`config.mk`:
```
export PLATFORM = sky130hd
export DESIGN_NAME = sram_operand_reader
export DESIGN_NICKNAME = d
export VERILOG_FILES = /design/src/rtl/sram_operand_reader.sv
export SDC_FILE = /design/constraint.sdc
export NUM_CORES = 1
export LEC_CHECK = 0
export ABC_AREA = 1
export CAP_MARGIN = 20
export CORE_AREA = 2 2 131 133
export CTS_CLUSTER_DIAMETER = 80
export CTS_CLUSTER_SIZE = 12
export DETAILED_ROUTE_END_ITERATION = 8
export DIE_AREA = 0 0 133 135
export MAX_ROUTING_LAYER = met4
export PLACE_DENSITY = 0.63
export SLEW_MARGIN = 25
export SYNTH_ARGS = -nofsm -noshare
export SYNTH_HDL_FRONTEND = slang
export SYNTH_SLANG_ARGS = --single-unit
export TNS_END_PERCENT = 30
```
`constraint.sdc`:
```
create_clock -name Clk -period 2.4 [get_ports Clk]
set_input_delay 0.6 -clock Clk [delete_from_list [all_inputs] [get_ports Clk]]
set_output_delay 0.6 -clock Clk [all_outputs]
set_load 0.01 [all_outputs]
```
`src/rtl/sram_operand_reader.sv`:
```
// Burst reader: streams Length bytes from a 1-cycle-latency SRAM starting at Base_Addr
// into a small credit-controlled buffer feeding a valid/ready output stream.
module sram_operand_reader #(
    parameter int A_WIDTH    = 15,
    parameter int D_WIDTH    = 8,
    parameter int FIFO_DEPTH = 4
) (
    input  logic               Clk,
    input  logic               Rst,
    input  logic               Start,
    input  logic [A_WIDTH-1:0] Base_Addr,
    input  logic [15:0]        Length,
    output logic               Busy,
    output logic               Done,
    output logic [A_WIDTH-1:0] Sram_Addr,
    output logic               Sram_En,
    output logic               Sram_RW,
    output logic [D_WIDTH-1:0] Sram_Data_In,
    input  logic [D_WIDTH-1:0] Sram_Data_Out,
    output logic [D_WIDTH-1:0] Out_Data,
    output logic               Out_Valid,
    input  logic               Out_Ready
);

    localparam int PW  = (FIFO_DEPTH > 1) ? $clog2(FIFO_DEPTH) : 1;
    localparam int CW  = $clog2(FIFO_DEPTH + 1);
    localparam int CW1 = CW + 1;

    typedef enum logic [1:0] {IDLE, FETCH, DRAIN, FINISH} state_t;

    state_t             state_q, state_d;
    logic [15:0]        len_q;
    logic [15:0]        issued_q;
    logic [A_WIDTH-1:0] next_addr_q;
    logic               cap_q;
    logic               issue;
    logic               pop;
    logic [CW1-1:0]     owed;
    logic [CW1-1:0]     limit;

    logic [D_WIDTH-1:0] mem [FIFO_DEPTH];
    logic [PW-1:0]      wr_ptr_q, rd_ptr_q;
    logic [CW-1:0]      count_q;

    function automatic logic [PW-1:0] ptr_inc(input logic [PW-1:0] p);
        return (p == PW'(FIFO_DEPTH - 1)) ? '0 : p + PW'(1);
    endfunction

    assign Sram_RW      = 1'b0;
    assign Sram_Data_In = '0;
    assign Out_Valid    = (count_q != '0);
    assign Out_Data     = Out_Valid ? mem[rd_ptr_q] : '0;
    assign pop          = Out_Valid && Out_Ready;

    // Bytes owed to the buffer: stored + being captured + being read; a pop this edge frees one slot.
    assign owed  = CW1'(count_q) + CW1'(cap_q) + CW1'(Sram_En);
    assign limit = CW1'(FIFO_DEPTH) + CW1'(pop);

    always_comb begin
        state_d = state_q;
        issue   = 1'b0;
        case (state_q)
            IDLE: begin
                if (Start) state_d = (Length != 16'd0) ? FETCH : FINISH;
            end
            FETCH: begin
                if (issued_q == len_q) state_d = DRAIN;
                else                   issue   = (owed < limit);
            end
            DRAIN: begin
                if (pop && count_q == CW'(1) && !cap_q) state_d = FINISH;
            end
            FINISH:  state_d = IDLE;
            default: state_d = IDLE;
        endcase
        Busy = (state_q != IDLE);
        Done = (state_q == FINISH);
    end

    always_ff @(posedge Clk or negedge Rst) begin
        if (!Rst) begin
            state_q     <= IDLE;
            len_q       <= '0;
            issued_q    <= '0;
            next_addr_q <= '0;
            Sram_En     <= 1'b0;
            Sram_Addr   <= '0;
            cap_q       <= 1'b0;
        end else begin
            state_q <= state_d;
            Sram_En <= issue;
            cap_q   <= Sram_En;
            if (state_q == IDLE && Start) begin
                len_q       <= Length;
                issued_q    <= '0;
                next_addr_q <= Base_Addr;
            end
            if (issue) begin
                Sram_Addr   <= next_addr_q;
                next_addr_q <= next_addr_q + A_WIDTH'(1);
                issued_q    <= issued_q + 16'd1;
            end
        end
    end

    always_ff @(posedge Clk or negedge Rst) begin
        if (!Rst) begin
            wr_ptr_q <= '0;
            rd_ptr_q <= '0;
            count_q  <= '0;
        end else begin
            if (cap_q) wr_ptr_q <= ptr_inc(wr_ptr_q);
            if (pop)   rd_ptr_q <= ptr_inc(rd_ptr_q);
            case ({cap_q, pop})
                2'b10:   count_q <= count_q + CW'(1);
                2'b01:   count_q <= count_q - CW'(1);
                default: count_q <= count_q;
            endcase
        end
    end

    // Storage needs no reset: Out_Data is gated by occupancy.
    always_ff @(posedge Clk) begin
        if (cap_q) mem[wr_ptr_q] <= Sram_Data_Out;
    end

endmodule

```
==> summary.txt <==
GRT
  • GRT overflow: 0
  • Global-route wire length before repair: 20900 um
  • Antenna violations before repair: 0
  • Total track usage: 14.97%
  • Vias in the first global route: 4238
  • Largest net degree at the start of global routing: 88

Routing
  • Total number of vias: 4526
  • Antenna Violating Nets Remaining: 0
  • Sum of routed wire length over all layers: ~12000 um
  • DR DRC count: 0
  • Pre-antenna DRT Iters: 5
  • Vias per Instance: between 4 and 5
  • DR WL/cell: 12.52 um
  • Initial DRC count: 273

Job
  • Max-cap violations: 0

Yosys
  • Syn Inst Count: 701
  • Register bit total from synthesis: 105
  • Ys async rst share: 69.52%
  • Post-synthesis sequential area ratio: a little under 50%
  • Synth Flop Type: dfrtp_1
  • Syn avg cell area: 8.135 um^2
  • Post-synth EDFFs: 32
  • YS warnings: 0
  • Synthesized cell area: about 0.0057 mm^2
  • Yosys cell types: 32

Floorplanning
  • Placement Rows: 47
  • Core Region: 0.01641 mm^2
  • Die area: 0.01796 mm^2
  • Die X: 133 um
  • Initial cell density of the core: 34.76%
  • Die Span Y: 135 um
  • # IOs: 79

Power and ir drop
  • Power Dens Cells: 1175 mW/mm^2
  • Leak pwr: 3.227 nW
  • Power, Total: 8.179 mW
  • Worst IR Drop VDD: between 0.0006 and 0.0007 V

Setup path
  • WP data required: 1.80 ns
  • Startpoint Class: flop
  • Setup CP Type: flop to output pin
  • Worst-path fanout max: 10
  • Worst setup EP type: output pin
  • Critical path arrival: 1.72 ns

Final layout
  • Area grow syn2layout: 22.09%
  • Filler cells: 1624
  • Post-route design area: 0.006963 mm^2
  • Commonest non-fill, non-tap cell in the layout: nand2_1
  • Ant diodes: 0
  • Most frequent cells in the layout: 190 x nand2_1, 89 x inv_1, 73 x dfrtp_1
  • Final net count: ~840
  • Layout Utilization: 42.44%
  • Share of cells above drive strength 1: 6.298%

Clock tree
  • Worst-Skew Late Latency: roughly 0.35 ns
  • Htree depth: 3
  • CTS max path bufs: 2
  • CTS Buf Count: 9
  • TritonCTS clock tree: yes
  • Clock input transition at the sequential cells of the worst setup and hold paths: 0.07 ns
  • Clk sinks: 105
  • Clock root cell: clkbuf_16

STA
  • Worst hold slack: ~0.11 ns
  • Final Cycle Share: 96.78%
  • Highest clock rate: 0.4305 GHz
  • Rel. slew slack: 61.31%
  • Max Slew Vio Count: 0
  • Setup WS post-layout: approximately 0.077 ns
  • Final min period: ~2.3 ns
  • Hold Violations, Final: 0
  • Worst Tran Pin Value: 0.5803 ns
  • Worst Skew: 0.01193 ns
  • Final setup vio count: 0
  • RSZ-0062 raised after global routing: true

Placed design
  • Placed cell area: 0.006640 mm^2
  • Final HPWL DP: 8710 um
  • Final GP Congestion: ~0.83
  • PortBufs: 69
  • Placement Setup Slack: 0.08374 ns

Worst hold path
  • Worst hold path type: input port to asynchronous set/reset pin

Run status
  • Status: finished clean
## cells by family (layout without fill, tap and decap cells)
kind of cell | Yosys count | count (layout) | synth area share [%]
other | 1 | 9 | 0.06576
flip-flops | 105 | 105 | 48.88
buffers and inverters | 127 | 196 | 9.587
AO/OA/AOI/OAI | 81 | 81 | 7.503
XOR/XNOR | 24 | 24 | 3.686
adder cells (fa/ha/maj) | 19 | 19 | 4.300
AND/OR/NAND/NOR | 344 | 344 | 25.98
## state kept, by name, summed over array words and instances, names as in the netlist
signal and count:
next_addr_q 15, Sram_En 1, Sram_Addr 15, mem 32, cap_q 1, count_q 3
state_q 2, len_q 16, issued_q 16, wr_ptr_q 2, rd_ptr_q 2
## final cells by class
class | count | area [um^2] | area share (%)
inverter | 92 | 351.6 | 5.049
sequential | 105 | 2788 | 40.04
multi-input combinational | 477 | 2399 | 34.45
timing repair buffer | 88 | 859.6 | 12.35
clock buffer | 9 | 225.2 | 3.235
clock inverter | 7 | 65.06 | 0.9344
tap | 220 | 275.3 | 3.953
## timing repair
action,4_1_cts,5_1_grt
pin swaps,1,0
buffers inserted,3,0
gates cloned,0,0
setup endpoints to repair,9,13
hold buffers,0,0
gates resized for setup,9,3
## cells in the mapped netlist, types with 7 or more instances
cell | n | area share [%]
buf_4 | 9 | 1.2
edfxtp_1 | 32 | 17
nand3_1 | 47 | 4.1
xor2_1 | 20 | 3.1
o21ai_0 | 61 | 5.4
nor3_1 | 8 | 0.70
nand4_1 | 26 | 2.9
nor2_1 | 65 | 4.3
clkbuf_1 | 17 | 1.1
ha_1 | 18 | 3.9
o21ai_1 | 7 | 0.61
inv_1 | 89 | 5.9
dfrtp_1 | 73 | 32
a21oi_1 | 9 | 0.79
nand2_1 | 190 | 13
## worst paths after layout
path                            depth (start not counted)  startpoint      endpoint  slack [ns]
worst max-delay path                                    7  count_q[0]   Out_Data[2]        0.08
worst min-delay path                                    1         Rst   wr_ptr_q[0]        0.11
worst max register to register                         10     Sram_En   issued_q[3]        0.19
worst min register to register                          0     Sram_En         cap_q        0.41
max in group asynchronous                               2         Rst  issued_q[12]        1.72
min in group Clk                                        0     Sram_En         cap_q        0.41
## routing by layer
metal	global-route usage (%)	share of wire [%]	vias to the layer above
met5	-	0	-
li1	-	-	2362
met4	4.241	0.79	0
met2	22.88	47	86
met1	20.40	49	2072
met3	2.890	3.7	6
## per-stage QoR
| step | setup TNS, ns | std cells |
|---|---|---|
| 6_report | 0 | 998 |
| 5_1_grt | -0.02062 | 998 |
| 4_1_cts | 0 | 998 |
| 3_5_place_dp | 0 | 979 |
| 3_3_place_gp | 0 | 979 |
| 2_1_floorplan | 0 | 709 |
## power by group
part	leakage [nW]	switching, mW	internal (mW)
Clock	0.141	0.721	0.732
Sequential	1.21	0.470	2.43
Combinational	1.88	2.23	1.60
Total	3.23	3.42	4.76
## critical path, stage by stage, from the launching register on
cell and delay [ns]:
dfrtp_1 0.35, inv_1 0.08, ha_1 0.21, inv_1 0.09, nor2_4 0.05, buf_12 0.14, a21oi_1 0.16, dlygate4sd2_1 0.29
(Power assumes the default switching activity.)
